`src/rtl/mem_access_stage_pkg.sv`:
```
// Shared pipeline definitions: opcode encodings and the memory-stage FSM states.
// The ALU compute stage imports the same package.
package mem_access_stage_pkg;

    localparam logic [3:0] OP_LW  = 4'b1000;
    localparam logic [3:0] OP_SW  = 4'b1001;
    localparam logic [3:0] OP_LLB = 4'b1010;
    localparam logic [3:0] OP_LHB = 4'b1011;
    localparam logic [3:0] OP_HLT = 4'b1111;

    typedef enum logic [0:0] {
        ST_IDLE = 1'b0,
        ST_WAIT = 1'b1
    } mem_state_e;

    function automatic logic is_mem_op(input logic [3:0] op);
        return (op == OP_LW) || (op == OP_SW);
    endfunction

endpackage

```
`src/rtl/mem_access_stage_ctr.sv`:
```
// Access timeout counter: 8-bit, synchronous clear and count enable,
// terminal-count flag when the count equals tc_val_i.
module mem_timeout_ctr (
    input  logic       clk,
    input  logic       rst_n,
    input  logic       clr_i,
    input  logic       en_i,
    input  logic [7:0] tc_val_i,
    output logic       tc_o
);

    logic [7:0] cnt_q;
    logic [7:0] cnt_d;

    always_comb begin
        cnt_d = cnt_q;
        if (clr_i)
            cnt_d = 8'd0;
        else if (en_i)
            cnt_d = cnt_q + 8'd1;
    end

    always_ff @(posedge clk) begin
        if (!rst_n)
            cnt_q <= 8'd0;
        else
            cnt_q <= cnt_d;
    end

    assign tc_o = (cnt_q == tc_val_i);

endmodule

```
`src/rtl/mem_access_stage.sv`:
```
// Memory stage: LW/SW via a multi-cycle ready handshake with timeout,
// upstream stall while an access is outstanding, MEM/WB register, sticky HLT.
module mem_access_stage
    import mem_access_stage_pkg::*;
#(
    parameter int TIMEOUT_CYCLES = 255
) (
    input  logic        clk,
    input  logic        rst_n,
    input  logic        ex_valid,
    input  logic [3:0]  ex_opcode,
    input  logic [15:0] ex_addr,
    input  logic [15:0] ex_data,
    input  logic [3:0]  ex_rd,
    input  logic        ex_reg_we,
    output logic        stall,
    output logic        mem_req,
    output logic        mem_we,
    output logic [15:0] mem_addr,
    output logic [15:0] mem_wdata,
    input  logic [15:0] mem_rdata,
    input  logic        mem_ready,
    output logic        wb_valid,
    output logic        wb_reg_we,
    output logic [3:0]  wb_rd,
    output logic [15:0] wb_data,
    output logic        halted,
    output logic        mem_err
);

    localparam logic [7:0] TC_LAST = 8'(TIMEOUT_CYCLES - 1);

    mem_state_e  state_q;
    logic        mem_req_q;
    logic        mem_we_q;
    logic [15:0] mem_addr_q;
    logic [15:0] mem_wdata_q;
    logic [3:0]  rd_q;
    logic        wb_valid_q;
    logic        wb_reg_we_q;
    logic [3:0]  wb_rd_q;
    logic [15:0] wb_data_q;
    logic        halted_q;
    logic        mem_err_q;

    logic is_mem;
    logic start;
    logic waiting;
    logic tc;
    logic timeout_hit;

    always_comb begin
        is_mem      = ex_valid & is_mem_op(ex_opcode);
        start       = (state_q == ST_IDLE) & is_mem & ~halted_q;
        waiting     = (state_q == ST_WAIT) & ~mem_ready;
        timeout_hit = waiting & tc;
    end

    // Stall drops in the completing (or abandoning) cycle so upstream advances on that edge.
    assign stall = start | (waiting & ~timeout_hit);

    mem_timeout_ctr u_ctr (
        .clk      (clk),
        .rst_n    (rst_n),
        .clr_i    (start),
        .en_i     (waiting & ~timeout_hit),
        .tc_val_i (TC_LAST),
        .tc_o     (tc)
    );

    always_ff @(posedge clk) begin
        if (!rst_n) begin
            state_q     <= ST_IDLE;
            mem_req_q   <= 1'b0;
            mem_we_q    <= 1'b0;
            mem_addr_q  <= 16'h0000;
            mem_wdata_q <= 16'h0000;
            rd_q        <= 4'h0;
            wb_valid_q  <= 1'b0;
            wb_reg_we_q <= 1'b0;
            wb_rd_q     <= 4'h0;
            wb_data_q   <= 16'h0000;
            halted_q    <= 1'b0;
            mem_err_q   <= 1'b0;
        end else begin
            case (state_q)
                ST_IDLE: begin
                    if (ex_valid && !halted_q) begin
                        if (is_mem) begin
                            mem_addr_q  <= ex_addr;
                            mem_wdata_q <= ex_data;
                            mem_we_q    <= (ex_opcode == OP_SW);
                            rd_q        <= ex_rd;
                            mem_req_q   <= 1'b1;
                            wb_valid_q  <= 1'b0;
                            state_q     <= ST_WAIT;
                        end else begin
                            wb_valid_q  <= 1'b1;
                            wb_rd_q     <= ex_rd;
                            wb_data_q   <= ex_data;
                            if (ex_opcode == OP_HLT) begin
                                wb_reg_we_q <= 1'b0;
                                halted_q    <= 1'b1;
                            end else begin
                                wb_reg_we_q <= ex_reg_we;
                            end
                        end
                    end else begin
                        wb_valid_q <= 1'b0;
                    end
                end
                ST_WAIT: begin
                    if (mem_ready) begin
                        mem_req_q   <= 1'b0;
                        wb_valid_q  <= 1'b1;
                        wb_rd_q     <= rd_q;
                        wb_reg_we_q <= ~mem_we_q;
                        wb_data_q   <= mem_we_q ? mem_wdata_q : mem_rdata;
                        state_q     <= ST_IDLE;
                    end else if (timeout_hit) begin
                        // Abandoned access retires as a non-writing bubble with zero data.
                        mem_req_q   <= 1'b0;
                        mem_err_q   <= 1'b1;
                        wb_valid_q  <= 1'b1;
                        wb_rd_q     <= rd_q;
                        wb_reg_we_q <= 1'b0;
                        wb_data_q   <= 16'h0000;
                        state_q     <= ST_IDLE;
                    end else begin
                        wb_valid_q <= 1'b0;
                    end
                end
                default: begin
                    mem_req_q  <= 1'b0;
                    wb_valid_q <= 1'b0;
                    state_q    <= ST_IDLE;
                end
            endcase
        end
    end

    assign mem_req   = mem_req_q;
    assign mem_we    = mem_we_q;
    assign mem_addr  = mem_addr_q;
    assign mem_wdata = mem_wdata_q;
    assign wb_valid  = wb_valid_q;
    assign wb_reg_we = wb_reg_we_q;
    assign wb_rd     = wb_rd_q;
    assign wb_data   = wb_data_q;
    assign halted    = halted_q;
    assign mem_err   = mem_err_q;

endmodule

```
`config.mk`:
```
export PLATFORM = sky130hd
export DESIGN_NAME = mem_access_stage
export DESIGN_NICKNAME = d
export VERILOG_FILES = /design/src/rtl/mem_access_stage_pkg.sv /design/src/rtl/mem_access_stage_ctr.sv /design/src/rtl/mem_access_stage.sv
export SDC_FILE = /design/constraint.sdc
export NUM_CORES = 1
export LEC_CHECK = 0
export BUFFER_PORTS_ARGS = -buffer_cell sky130_fd_sc_hd__buf_2
export CORE_ASPECT_RATIO = 1.25
export CORE_MARGIN = 3
export CORE_UTILIZATION = 53
export DETAILED_ROUTE_END_ITERATION = 10
export GPL_ROUTABILITY_DRIVEN = 0
export PLACE_DENSITY = 0.85
export SLEW_MARGIN = 20
export SYNTH_ARGS = -nofsm -noshare
export SYNTH_HDL_FRONTEND = slang
export SYNTH_SLANG_ARGS = --single-unit
```
`constraint.sdc`:
```
create_clock -name clk -period 4 [get_ports clk]
set_input_delay 0.8 -clock clk [delete_from_list [all_inputs] [get_ports clk]]
set_output_delay 0.8 -clock clk [all_outputs]
set_load 0.01 [all_outputs]
```
After elaboration in Yosys (flattened, before gate mapping)
Cells that the tools add are included.
{ "op_classes": {"add_sub_neg": 1, "eq_ne": 8, "mux": 31, "bitwise": 14, "reduce_logical": 9} }
{ "op_table": {"columns": ["op", "count"], "rows": [
  ["$mux 16", 5],
  ["$pmux 16 s2", 1],
  ["$mux 1", 16],
  ["$mux 4", 4],
  ["$eq 4x4->1 const B", 3],
  ["$reduce_and 3->1", 4],
  ["$add 8x1->8 const B", 1],
  ["$eq 8x8->1 const B", 1],
  ["$pmux 1 s2", 4],
  ["$pmux 4 s2", 1],
  ["$not 1->1", 7],
  ["$and 1x1->1", 6],
  ["$ne 2x2->1 const B", 2],
  ["$reduce_and 4->1", 1],
  ["$ne 3x2->1 const B", 1],
  ["$ne 2x1->1 const B", 1],
  ["$reduce_or 2->1", 1],
  ["$logic_and 1x1->1", 1],
  ["$logic_not 1->1", 1],
  ["$logic_or 1x1->1", 1],
  ["$or 1x1->1", 1]
]} }
{ "word_totals": {"ff_bits": 71, "in_bits": 61, "out_inout_bits": 59, "elab_cells": 76} }

Logic depth before layout (Yosys ltp)
{ "logic_depth": {"ltp_word": 6, "ltp_mapped": 8, "depth_no_buf": 6} }

Cells and area by module
From an unflattened synthesis, not the netlist that was laid out.
{ "hier_totals": {"hier_cells": 352, "hier_area_um2": 3173.0} }
{ "by_module_without_submodules": {"columns": ["mod", "instances", "cells_each", "area_each_um2", "seq_area_each_um2"], "rows": [
  ["mem_access_stage", 1, 302, 2738.9, 1261.2],
  ["mem_timeout_ctr", 1, 50, 434.2, 160.2]
]} }

Worst setup path after synthesis
Ideal clock, no wire load.
{ "synth_path": {"path_kind": "in2out", "start": "in ex_valid", "end": "out stall", "arrival_ns": 1.595, "required_time_ns": 3.200, "path_slack_ns": 1.605, "cell_stages": 4, "n_path_buf": 1, "path_cell_list": "nor3b_2 -> nand2_1 -> buf_2 -> nand2_1"} }
{ "synth_between": {"elab_chain_cells": 4} }
{ "synth_lines": {"columns": ["element", "line_no", "text"], "rows": [
  ["start, declared", "mem_access_stage.sv:10", "input logic ex_valid,"],
  ["$and 1x1->1", "mem_access_stage.sv:53", "is_mem = ex_valid & is_mem_op(ex_opcode);"],
  ["$and 1x1->1 (2 in series)", "mem_access_stage.sv:54", "start = (state_q == ST_IDLE) & is_mem & ~halted_q;"],
  ["$or 1x1->1", "mem_access_stage.sv:60", "assign stall = start | (waiting & ~timeout_hit);"],
  ["end, declared", "mem_access_stage.sv:16", "output logic stall,"]
]} }
No other way between the ends.

Worst setup path after layout
{ "layout_path": {"start": "in ex_opcode[1]", "end": "out stall"} }
{ "layout_between": {"elab_chain_cells": 6, "elab_cells_between_ends": 7, "cone_classes": "eq/ne (2); bitwise (4); reduce/logical (1)"} }
{ "layout_lines": {"columns": ["element", "line_no", "text"], "rows": [
  ["start, declared", "mem_access_stage.sv:11", "input logic [3:0] ex_opcode,"],
  ["$eq 4x4->1", "mem_access_stage_pkg.sv:17", "return (op == OP_LW) || (op == OP_SW);"],
  ["$logic_or 1x1->1 *", "mem_access_stage_pkg.sv:17", null],
  ["$and 1x1->1 *", "mem_access_stage.sv:53", null],
  ["$and 1x1->1 * (2 in series)", "mem_access_stage.sv:54", null],
  ["$or 1x1->1 *", "mem_access_stage.sv:60", null]
]} }
Every way passes the cells marked *; elsewhere a longest branch is shown, timed or not.

==> flow_summary.yaml <==
final_layout:
  drive_gt1_share_pct: 29.1
  synthToLayoutAreaGrowth_pct: 22.5
  num_antenna_cells: 0
  final_util_pct: 68.6
  final_cell_count_no_fill: 570
  nets: 546
synth:
  yosys_warnings: 0
  synth_seq_area_share_pct: 42.8
  synth_ff_type: "dfxtp_1"
  ys_top_cells_by_area: "dfxtp_1, nand2_1, mux2i_1"
  netlist_area_mm2: 0.00332
  synth_cells: 375
  synth_cell_types: 47
  syn_area_per_cell_um2: 8.86
  ys_seq_elements: 71
  synth.most_common_cell: "nand2_1"
  synth_top_area_share_pct: 42.8
  synth_edf_count: 0
  synth_area_leader_cell: "dfxtp_1"
  ys_async_sr_fraction_pct: 0
  postSynthNetCount: 438
  synth_common_cells: "nand2_1, dfxtp_1, mux2i_1"
route:
  drc: 0
  dr.pass1.iters: 4
  drt-wirelength-per-cell_um: 14.7
  drt_wl_total_um: 8360
  viasPerCell: 5.30
  dr.first_iter.drc_count: 145
  routed-via-count: 3023
  drtAntennaViolNets: 0
grt:
  grt_pass1_wl_um: 13600
  grt-ovfl-total: 0
  antenna_found_initial: 0
  first_global_vias: 2961
  grtUsageTotal_pct: 23.1
  grt_max_degree: 42
clock_tree:
  clk_pin_slew_ps: 70
  clk_path_buf_depth: 2
  cts_resized: 0
  hold_buffers: 0
  cts_made_buffers: 9
  cts_setup_buffers: 0
  clock_sinks: 71
  clk_latency_ps: 330
  root_buffer: "clkbuf_8"
  cts_max_level: 3
  cts_tree: "done"
run:
  maxCapViolCount: 0
worst_setup_path:
  cp-end-kind: "output pin"
  setup.worst_path.class: "in -> out"
  cp_data_required_time_ps: 3200
  cp_max_fo: 5
  startpoint_type: "input pin"
  r2r_cells: 6
  arrival_ps: 1810
run_status:
  status: "complete, no violations"
timing:
  slew_headroom_pct: 31.3
  skew_ps: 8.31
  worst_pin_slew_ps: 1030
  report.final.setup_viol: 0
  hold_viol: 0
  fin_crit_ps: 2610
  fmax_mhz: 383
  setup_tns_ps: 0
  grt_setup_unrepaired: "false"
  slew_violations: 0
  finalCritPeriodShare_pct: 65.3
hold_path:
  hold_depth: 2
  hold_class: "reg -> reg"
pwr:
  ir_drop_v: 0.000348
  p_per_area_mw_per_mm2: 379
  p_leak_nw: 1.79
  finalPower_mw: 1.54
floorplanning:
  die_h_um: 94.5
  rows: 31
  ios: 120
  dieWidth_um: 76.8
  start_util_pct: 56.0
  core_region_area_mm2: 0.00593
  die_area_mm2: 0.00726
place:
  dpl.cell_count: 554
  io_buffers: 119
  dp_hpwl_um: 5940
-- stage by stage --
step	hold WS [ps]	instance area, um^2	worst slack [ps]
floorplan	435	3320	1610
global placement	441	3860	1230
detailed placement	453	3860	1190
CTS	463	4070	1420
global route	483	4070	1320
finish	461	4070	1390
-- path summary, 6_finish.rpt --
path | startpoint | to | slack [ps]
hold / removal | mem_addr[11]$_SDFFE_PN0P_ | mem_addr[11]$_SDFFE_PN0P_ | 460
hold reg to reg | mem_addr[11]$_SDFFE_PN0P_ | mem_addr[11]$_SDFFE_PN0P_ | 460
setup reg to reg | u_ctr.cnt_q[0]$_SDFFE_PP0P_ | wb_valid$_SDFF_PN0_ | 1530
setup / recovery | ex_opcode[1] | stall | 1390
-- critical path: stages --
cell and delay, ps:
buf_2 110, nor3b_1 490, nand2_1 160, nand2_1 110, buf_2 130
-- cell families (layout without fill, tap and decap cells) --
group                      after synthesis  after routing  synth area share [%]
DFF                                     71             71                  42.8
adders and majority gates                2              2                 0.753
buffers and inverters                   26            139                  5.38
muxes                                   37             37                  11.1
and+or+nand+nor                        152            152                  20.3
AOI/OAI and AO/OA                       83             83                  18.6
xor gates and xnor gates                 4              4                  1.05
-- registers in the layout (all words and copies together), names as in the netlist, 4 cells and up --
register / cells
wb_data: 16
u_ctr.cnt_q: 8
mem_addr: 16
mem_wdata: 16
wb_rd: 4
rd_q: 4
-- power by group --
group,leakage (nW),switching [mW],total [mW],internal (mW)
Combinational,1.11,0.0934,0.178,0.0844
Clock,0.104,0.262,0.612,0.350
Sequential,0.577,0.0183,0.751,0.732
Total,1.79,0.373,1.54,1.17
-- cells in the final DEF (no fill, tap or decap), types with 2 or more instances in the layout --
cell,count
xor2_1,2
bufinv_16,2
a21boi_0,27
buf_4,2
a21oi_1,8
ha_1,2
mux2i_1,37
clkbuf_1,3
o21a_1,7
nand3_1,7
dfxtp_1,71
nand4_1,4
a21boi_1,11
o2bb2ai_1,16
o31ai_1,2
a211oi_1,2
nor2_1,6
or4_1,2
o21ai_0,6
nand2_1,118
buf_2,119
xnor2_1,2
clkbuf_8,9
clkinv_2,2
-- layout make-up --
cell class                 instances  area, um^2
fill                             484        1860
multi-input combinational        278        1720
sequential                        71        1420
timing repair buffer             121         611
clock buffer                      12         135
tap                               82         103
clock inverter                     4        70.1
inverter                           2        7.51
-- layer usage --
metal	vias to the layer above	part of all wire [%]	wire (um)	track usage, %
met1	1403	42	3480	26.8
met5	-	0	0	0
met3	15	5.6	467	5.34
met2	102	51	4260	40.7
li1	1503	-	-	-
met4	0	1.9	155	10.3
Power figures use the tool's default switching activity.
